[src/rtl/hex_scroll_ctrl.sv]
// Six-digit scrolling character controller: rotates a 6-slot code buffer across HEX0..HEX5.
// Optional macro HEX_SCROLL_SYNC_EN adds two-flop synchronizers on run, step and dir.
module hex_scroll_ctrl #(
   parameter int unsigned TICK_DIV = 50000000
) (
   input  logic       CLOCK_50,
   input  logic       Resetn,
   input  logic       run,
   input  logic       step,
   input  logic       dir,
   input  logic       wr_en,
   input  logic [2:0] wr_addr,
   input  logic [2:0] wr_data,
   output logic [2:0] code0,
   output logic [2:0] code1,
   output logic [2:0] code2,
   output logic [2:0] code3,
   output logic [2:0] code4,
   output logic [2:0] code5,
   output logic [2:0] pos,
   output logic       tick
);

   localparam int unsigned CNT_W  = $clog2(TICK_DIV);
   localparam int unsigned CODE_W = 3;
   localparam int unsigned NSLOT  = 6;
   localparam logic [CNT_W-1:0]  CNT_LAST = CNT_W'(TICK_DIV - 1);
   localparam logic [CODE_W-1:0] POS_MAX  = CODE_W'(NSLOT - 1);

   typedef enum logic [1:0] {
      PAUSE = 2'd0,
      RUN   = 2'd1,
      STEP  = 2'd2
   } state_t;

   state_t             state;
   logic [CNT_W-1:0]   presc;
   logic               step_q;
   logic               run_i;
   logic               step_i;
   logic               dir_i;
   logic               step_rise;
   logic [CODE_W-1:0]  next_pos;
   logic [CODE_W-1:0]  char_buf [NSLOT];

`ifdef HEX_SCROLL_SYNC_EN
   logic [1:0] run_sync;
   logic [1:0] step_sync;
   logic [1:0] dir_sync;

   // Two-flop synchronizers for the asynchronous control inputs
   always_ff @(posedge CLOCK_50 or negedge Resetn) begin
      if (!Resetn) begin
         run_sync  <= 2'b00;
         step_sync <= 2'b00;
         dir_sync  <= 2'b00;
      end else begin
         run_sync  <= {run_sync[0],  run};
         step_sync <= {step_sync[0], step};
         dir_sync  <= {dir_sync[0],  dir};
      end
   end

   assign run_i  = run_sync[1];
   assign step_i = step_sync[1];
   assign dir_i  = dir_sync[1];
`else
   assign run_i  = run;
   assign step_i = step;
   assign dir_i  = dir;
`endif

   assign step_rise = step_i & ~step_q;

   // Offset one position left (dir=0) or right (dir=1), wrapping modulo six
   always_comb begin
      next_pos = pos;
      if (dir_i) begin
         next_pos = (pos == '0) ? POS_MAX : CODE_W'(pos - 3'd1);
      end else begin
         next_pos = (pos == POS_MAX) ? '0 : CODE_W'(pos + 3'd1);
      end
   end

   // Mode FSM, prescaler, rotation offset and advance pulse
   always_ff @(posedge CLOCK_50 or negedge Resetn) begin
      if (!Resetn) begin
         state  <= PAUSE;
         presc  <= '0;
         pos    <= '0;
         tick   <= 1'b0;
         step_q <= 1'b0;
      end else begin
         step_q <= step_i;
         tick   <= 1'b0;
         unique case (state)
            PAUSE: begin
               presc <= '0;
               if (run_i) begin
                  state <= RUN;
               end else if (step_rise) begin
                  state <= STEP;
               end
            end
            RUN: begin
               if (presc == CNT_LAST) begin
                  presc <= '0;
                  pos   <= next_pos;
                  tick  <= 1'b1;
               end else begin
                  presc <= CNT_W'(presc + 1'b1);
               end
               if (!run_i) begin
                  state <= PAUSE;
               end
            end
            STEP: begin
               presc <= '0;
               pos   <= next_pos;
               tick  <= 1'b1;
               state <= run_i ? RUN : PAUSE;
            end
            default: begin
               state <= PAUSE;
               presc <= '0;
            end
         endcase
      end
   end

   // Character buffer; writes address physical slots independent of the offset
   always_ff @(posedge CLOCK_50 or negedge Resetn) begin
      if (!Resetn) begin
         for (int k = 0; k < NSLOT; k++) begin
            char_buf[k] <= CODE_W'(k);
         end
      end else if (wr_en && (wr_addr <= POS_MAX)) begin
         char_buf[wr_addr] <= wr_data;
      end
   end

   function automatic logic [CODE_W-1:0] slot_idx(input logic [CODE_W-1:0] p,
                                                  input logic [CODE_W-1:0] k);
      logic [CODE_W:0] sum;
      sum = (CODE_W+1)'(p) + (CODE_W+1)'(k);
      if (sum >= (CODE_W+1)'(NSLOT)) begin
         sum = (CODE_W+1)'(sum - (CODE_W+1)'(NSLOT));
      end
      return CODE_W'(sum);
   endfunction

   assign code0 = char_buf[slot_idx(pos, 3'd0)];
   assign code1 = char_buf[slot_idx(pos, 3'd1)];
   assign code2 = char_buf[slot_idx(pos, 3'd2)];
   assign code3 = char_buf[slot_idx(pos, 3'd3)];
   assign code4 = char_buf[slot_idx(pos, 3'd4)];
   assign code5 = char_buf[slot_idx(pos, 3'd5)];

endmodule

[config.mk]
export PLATFORM = sky130hd
export DESIGN_NAME = hex_scroll_ctrl
export DESIGN_NICKNAME = d
export VERILOG_FILES = /design/src/rtl/hex_scroll_ctrl.sv
export SDC_FILE = /design/constraint.sdc
export NUM_CORES = 1
export LEC_CHECK = 0
export ABC_AREA = 1
export ABC_CLOCK_PERIOD_IN_PS = 4080
export CELL_PAD_IN_SITES_DETAIL_PLACEMENT = 0
export CELL_PAD_IN_SITES_GLOBAL_PLACEMENT = 1
export CORE_MARGIN = 2
export CORE_UTILIZATION = 45
export DETAILED_ROUTE_END_ITERATION = 8
export PLACE_DENSITY = 0.9
export SYNTH_ARGS = -nofsm -noshare
export SYNTH_HDL_FRONTEND = slang
export SYNTH_SLANG_ARGS = --single-unit
[constraint.sdc]
create_clock -name CLOCK_50 -period 4.08 [get_ports CLOCK_50]
set_input_delay 0.612 -clock CLOCK_50 [delete_from_list [all_inputs] [get_ports CLOCK_50]]
set_output_delay 0.612 -clock CLOCK_50 [all_outputs]
set_load 0.005 [all_outputs]
==> summary.md, run 1 <==
| Metric | Value |
|---|---|
| Final nets | `607` |
| CP Data Required Time | `3.47 ns` |
| Post-synth design cell area | `3760 µm²` |
| Routed vias/inst | `5.09` |
| Synth Flop Type | `dfrtp_1` |
| Gr ovfl total | `0` |
| Post-Synthesis Cells | `545` |
| Final core occ | `53.0%` |
| GP Congestion | `0.956` |
| Internal power | `0.00170 W` |
| Distinct cells, synth | `34` |
| Final min period | `3.37 ns` |
| Number of synthesized flops with an enable pin | `0` |
| Yosys Warn Count | `0` |
| CP Class | `reg -> out` |
| Starting DRT DRC Count | `205` |
| Overall power | `0.00309 W` |
| H-tree depth | `2` |
| Synth async-reset ratio | `100%` |
| N_diodes | `0` |
| Pleak | `1.99 nW` |
| Port buffer count | `33` |
| CTS clk-pin slew, worst paths | `0.10 ns` |
| Final Hold Viols | `0` |
| Fin. max-slew vios | `0` |
| Row cnt | `33` |
| Drt pass-1 iters | `5` |
| CTS Hold Bufs | `0` |
| Hold/Removal Path Class | `in -> async` |
| Worst slew pin tran | `0.634 ns` |
| Final setup violation count | `0` |
| Sw Ratio | `45.1%` |
| RSZ-0062 raised after global routing | `no` |
| Max transition margin | `57.8%` |
| Final worst-path cycle share | `82.5%` |
| Combinational power share | `67.0%` |
| Most common cell after layout, fill and taps aside | `nand2_1` |
| Max VDD drop | `0.000232 V` |
| Number of antenna-violating nets in the routed design | `0` |
| Clock power frac | `11.4%` |
| Pwr dens | `717 nW/µm²` |
| Seq/Total Area, Yosys | `34.2%` |
| Proportion of layout cells with a drive suffix above 1 | `11.3%` |
| Initial core utilization | `46.2%` |
| Crit Path Max Fanout | `11` |
| Clock Latency Late Sink | `0.31 ns` |
| Core ar. | `8130 µm²` |
| Detailed Route WL | `8880 µm` |
| WL/cell | `12.9 µm` |
| Die height | `95.4 µm` |
| Largest net degree at the start of global routing | `52` |
| Postcts setup bufs | `0` |
| Top Ports | `34` |
| Clock root cell | `clkbuf_8` |
| Syn_nets | `571` |
| Max cap viols | `0` |
| Status | `finished, final reports clean` |
| Synthesized flop and latch total | `51` |
| CTS Buf Count | `5` |
| Remaining DRCs | `0` |
| Post-CTS resize count | `0` |
| Vias in the first global route | `3333` |
| Initial antenna violation count | `0` |
| Nature of the critical path endpoint | `output port` |
| Gr usage total | `21.2%` |
| CTS tree | `built` |
| Seq pwr share | `21.6%` |
| P_sw | `0.00139 W` |
| Die area | `9100 µm²` |
| Startpoint type of the worst setup path | `flop` |
| Setup TNS | `0 ns` |
| Area growth syn-to-layout | `14.8%` |
| CP arrival | `2.75 ns` |
| Die Wd | `95.4 µm` |
| Detailed Place HPWL | `7010 µm` |
| Achievable Freq | `297 MHz` |
| Mean Syn Cell Area | `6.89 µm²` |
| Clock Tree Buf Depth | `2` |
| CTS sink count | `51` |
| Most frequent cells in the layout | `nand2_1, nor2_1, nand3_1` |
| Vias post-DR | `3500` |
| Fin Clk Skew | `0.00983 ns` |
| First-pass GRT wire length | `15400 µm` |
Yosys cell counts, types with 3 or more instances:
cell type / instances / area (µm²)
a21oi_1: 7 / 35.0
buf_2: 3 / 15.0
dfrtp_1: 44 / 1100
dfstp_2: 7 / 184
ha_1: 14 / 175
inv_1: 52 / 195
inv_2: 7 / 26.3
mux2i_1: 10 / 100
nand2_1: 161 / 604
nand2_2: 13 / 81.3
nand2_4: 6 / 67.6
nand3_1: 56 / 280
nand4_1: 3 / 18.8
nor2_1: 74 / 278
nor2_2: 7 / 43.8
nor2_4: 4 / 45.0
nor3_1: 4 / 20.0
o21ai_0: 38 / 190
o21ai_1: 3 / 15.0
o22ai_1: 3 / 18.8
or2_2: 3 / 18.8
xnor2_1: 4 / 35.0
xor2_1: 6 / 52.6
worst max-delay path, cell delays in order, from the launching register on:
cell	delay [ns]
dfrtp_1	0.53
inv_2	0.19
ha_1	0.36
nand2_1	0.11
nand4_1	0.14
nand2_1	0.13
nand2_2	0.11
nand2_2	0.09
nor2_1	0.12
nand2_1	0.07
nand2_1	0.09
clkdlybuf4s50_1	0.50
final cells by class:
type                       instances  area (µm²)
fill                             822        3820
inverter                          59         221
tap                              105         131
multi-input combinational        429        2220
timing repair buffer              35         340
clock inverter                     3        43.8
sequential                        51        1280
clock buffer                       5        68.8
state kept, by name (all words and copies together) (netlist names):
signal and cells:
pos 3, presc 26, tick 1, state 2, char_buf 18, step_q 1
worst paths after layout:
| kind | start | to | slack, ns | cells after the start |
|---|---|---|---|---|
| min | Resetn | presc[23] | 0.39 | 2 |
| max in group asynchronous | Resetn | char_buf[11] | 3.25 | 2 |
| max | pos[2] | code5[2] | 0.71 | 11 |
| min in group CLOCK_50 | char_buf[7] | char_buf[7] | 0.51 | 2 |
| min reg2reg | char_buf[7] | char_buf[7] | 0.51 | 2 |
| max reg2reg | pos[1] | pos[1] | 2.40 | 6 |
kinds of logic (layout without fill, tap and decap cells):
logic type	after synthesis	in the layout	share of synthesized area, %
flip-flops	51	51	34.2
buffers and inverters	65	102	6.69
AO/OA/AOI/OAI	57	57	8.19
multiplexers	10	10	2.66
XOR/XNOR	10	10	2.33
adder cells (fa/ha/maj)	14	14	4.66
AND/OR/NAND/NOR	338	338	41.3
stage by stage:
step                cells  cell area (µm²)  hold WS [ns]  setup WS (ns)
finish                687             4310         0.391          0.715
global route          687             4310         0.446          0.544
CTS                   687             4310         0.421          0.764
detailed placement    679             4200         0.492           1.12
global placement      679             4200         0.479           1.17
floorplan             545             3760         0.316           1.75
layer usage:
metal | global-route usage [%] | routed length, µm | vias to the layer above
met5 | 0 | 0 | -
met4 | 6.43 | 146 | 0
met3 | 2.53 | 295 | 11
met2 | 35.9 | 4270 | 60
met1 | 28.6 | 4170 | 1622
li1 | - | - | 1807
power by group through the flow:
stage,Clock [W],Sequential (W),Combinational [W]
3_5_place_dp,0,0.000677,0.00207
6_report,0.000353,0.000668,0.00207
3_3_place_gp,0,0.000673,0.00204
4_1_cts,0.000368,0.000667,0.00207
5_1_grt,0.000381,0.000682,0.00235
2_1_floorplan,0,0.000650,0.00128
No activity file was read; power rests on OpenSTA's default activity.
==> run 2, diff against run 1 <==
--- a/config.mk
+++ b/config.mk
@@ -6,13 +6,13 @@
 export NUM_CORES = 1
 export LEC_CHECK = 0
 export ABC_AREA = 1
-export ABC_CLOCK_PERIOD_IN_PS = 4080
+export ABC_CLOCK_PERIOD_IN_PS = 3400
 export CELL_PAD_IN_SITES_DETAIL_PLACEMENT = 0
 export CELL_PAD_IN_SITES_GLOBAL_PLACEMENT = 1
 export CORE_MARGIN = 2
-export CORE_UTILIZATION = 45
+export CORE_UTILIZATION = 42
 export DETAILED_ROUTE_END_ITERATION = 8
-export PLACE_DENSITY = 0.9
+export PLACE_DENSITY = 0.86
 export SYNTH_ARGS = -nofsm -noshare
 export SYNTH_HDL_FRONTEND = slang
 export SYNTH_SLANG_ARGS = --single-unit
==> constraint.sdc (replaced) <==
create_clock -name CLOCK_50 -period 3.4 [get_ports CLOCK_50]
set_input_delay 0.51 -clock CLOCK_50 [delete_from_list [all_inputs] [get_ports CLOCK_50]]
set_output_delay 0.51 -clock CLOCK_50 [all_outputs]
set_load 0.005 [all_outputs]
==> run 2 against run 1 <==
Final cell count up 0.44%. Sequential power increased by 20%. Clock skew decreased by 0.0055 ns. Hold slack got worse by 0.054 ns. Flip-flop and latch count unchanged. Largest power group unchanged. Largest cell class unchanged. Wire length grew 2.4%. Core utilization is 3.2 points lower.
==> summary.md, run 2 (synthesis results as in run 1) <==
| Metric | Value |
|---|---|
| CTS clk-pin slew, worst paths | `0.09 ns (about the same)` |
| Gr usage total | `19.6% (-1.6 points)` |
| Number of antenna-violating nets in the routed design | `0 (unchanged)` |
| Die Wd | `98.6 µm (+3.4%)` |
| Max transition margin | `38.2% (-20 points)` |
| Crit Path Max Fanout | `11 (unchanged)` |
| Proportion of layout cells with a drive suffix above 1 | `11.7% (+0.34 points)` |
| Worst slew pin tran | `0.926 ns (+0.293 ns)` |
| Final worst-path cycle share | `93.2%` |
| Max cap viols | `0 (unchanged)` |
| Top Ports | `34 (unchanged)` |
| Max incr delay on CP | `0.53 ns (about the same)` |
| Final setup violation count | `0 (unchanged)` |
| Multi-input logic area | `2220 µm² (+0.11%)` |
| Max VDD drop | `0.000336 V (+45%)` |
| Core ar. | `8680 µm² (+6.7%)` |
| CP Data Required Time | `2.89 ns (-0.58 ns)` |
| Starting DRT DRC Count | `129 (-37%)` |
| WL/cell | `13.2 µm (+2.0%)` |
| Detailed Route WL | `9100 µm (+2.4%)` |
| Initial antenna violation count | `0 (unchanged)` |
| Vias post-DR | `3502 (+0.057%)` |
| Internal power | `0.00204 W (+20%)` |
| RSZ-0062 raised after global routing | `no` |
| Final Hold Viols | `0 (unchanged)` |
| P_sw | `0.00169 W (+22%)` |
| PnR worst setup slack | `0.232 ns (-0.483 ns)` |
| Final nets | `607 (unchanged)` |
| Drt pass-1 iters | `4 (-1)` |
| CP most frequent cell | `nand2_1` |
| Initial core utilization | `43.3% (-2.9 points)` |
| Vias in the first global route | `3294 (-1.2%)` |
| Die area | `9720 µm² (+6.8%)` |
| CTS sink count | `51 (unchanged)` |
| Hold/Removal Path Class | `in -> async` |
| Postcts setup bufs | `0 (unchanged)` |
| Startpoint type of the worst setup path | `flop` |
| N_diodes | `0 (unchanged)` |
| Clock Tree Buf Depth | `2 (unchanged)` |
| Combinational power share | `67.1% (about the same)` |
| First-pass GRT wire length | `15800 µm (+2.7%)` |
| Pwr dens | `865 nW/µm² (+21%)` |
| H-tree depth | `2 (unchanged)` |
| Post-layout instance count excluding filler cells | `690 (+0.44%)` |
| Achievable Freq | `316 MHz` |
| Clock Latency Late Sink | `0.31 ns (about the same)` |
| Setup TNS | `0 ns (unchanged)` |
| Remaining DRCs | `0 (unchanged)` |
| Sw Ratio | `45.3% (+0.27 points)` |
| Biggest regs | `presc x26, char_buf x18, pos x3` |
| # fillers | `877 (+6.7%)` |
| Buf/Inv on CP | `2 (unchanged)` |
| Most frequent cells in the layout | `nand2_1, nor2_1, nand3_1` |
| Die height | `98.6 µm (+3.4%)` |
| Register area | `1290 µm² (about the same)` |
| Largest net degree at the start of global routing | `42 (-19%)` |
| Largest register FFs | `26 (unchanged)` |
| Row cnt | `34 (+3.0%)` |
| Worst hold slack | `0.337 ns (-0.0540 ns)` |
| CTS tree | `built` |
| Fin. max-slew vios | `0 (unchanged)` |
| Critical path's slowest cell | `dfrtp_1` |
| CP Class | `reg -> out` |
| CP arrival | `2.66 ns (-0.09 ns)` |
| Most common cell after layout, fill and taps aside | `nand2_1` |
| Final min period | `3.17 ns` |
| Critical path cell sequence | `inv_2 > ha_1 > nand2_1 > nand4_1 > nand2_1 > nand2_2 > nand2_2 > nor2_1 > nand2_1 > nand2_1 > clkdlybuf4s50_1` |
| DP Cell Count | `682 (+0.44%)` |
| Largest Register | `presc` |
| Gr ovfl total | `0 (unchanged)` |
| Clock power frac | `11.4% (about the same)` |
| Pleak | `1.98 nW (-0.13%)` |
| Worst slack at placement | `0.529 ns (-0.588 ns)` |
| Area growth syn-to-layout | `15.0%` |
| GP Congestion | `0.871 (-8.9%)` |
| Routed vias/inst | `5.08 (-0.38%)` |
| Port buffer count | `33 (unchanged)` |
| Final Cell Area | `4320 µm² (+0.17%)` |
| Detailed Place HPWL | `7240 µm (+3.3%)` |
| CTS Hold Bufs | `0 (unchanged)` |
| CTS Buf Count | `5 (unchanged)` |
| Clock root cell | `clkbuf_8` |
| Seq pwr share | `21.5% (about the same)` |
| Status | `finished, final reports clean` |
| Fin Clk Skew | `0.00433 ns (-0.00550 ns)` |
| Nature of the critical path endpoint | `output port` |
| Placed Area | `4200 µm² (about the same)` |
| Top Family by Delay on Critical Path | `simple AND/OR/NAND/NOR gates` |
-- run 2: final cells by class --
cell class                      count  area share (%)
Multi-Input combinational cell    429            51.5
Sequential cell                    51            29.8
Timing Repair Buffer               35            7.88
Inverter                           59            5.13
Tap cell                          108            3.13
Clock buffer                        5            1.59
Clock inverter                      3            1.01
-- run 2: path summary, 6_finish.rpt --
check	start	end	slack [ns]	cells after the start
setup / recovery	pos[2]	code5[1]	0.23	11
hold / removal	Resetn	presc[21]	0.34	1
hold reg to reg	char_buf[11]	char_buf[11]	0.50	2
min in group CLOCK_50	char_buf[11]	char_buf[11]	0.50	2
setup reg to reg	presc[0]	presc[22]	1.74	8
max in group asynchronous	Resetn	char_buf[6]	2.29	2
-- run 2: repair_timing --
action	in CTS	in global routing
endpoints found under the setup margin	0	6
resized for setup	0	2
endpoints found under the hold margin	0	0
-- run 2: worst reg2reg max path, cell delays in order (launching register included) --
cell	delay, ns
dfrtp_1	0.41
ha_1	0.31
inv_2	0.10
nor2_8	0.18
nand3b_4	0.10
nor2_4	0.14
nand2_2	0.14
nand3_1	0.12
nor2_1	0.04
-- run 2: metrics by stage --
stage | total power [W] | util (%)
after floorplan | 0.00232 | -
after global placement | 0.00327 | 48.4
after detailed placement | 0.00331 | 48.4
after CTS | 0.00375 | 49.7
after global routing | 0.00410 | 49.8
final | 0.00374 | 49.8
-- run 2: per-layer routing --
metal | track usage (%) | routed length (µm)
met5 | 0 | 0
met4 | 5.69 | 163
met3 | 1.91 | 306
met2 | 34.2 | 4430
met1 | 26.1 | 4200
-- run 2: power by group through the flow --
stage	Clock (W)	Sequential (W)	Combinational (W)
2_1_floorplan	0	0.000781	0.00154
3_3_place_gp	0	0.000809	0.00246
3_5_place_dp	0	0.000814	0.00250
4_1_cts	0.000441	0.000802	0.00251
5_1_grt	0.000465	0.000821	0.00281
6_report	0.000427	0.000804	0.00251
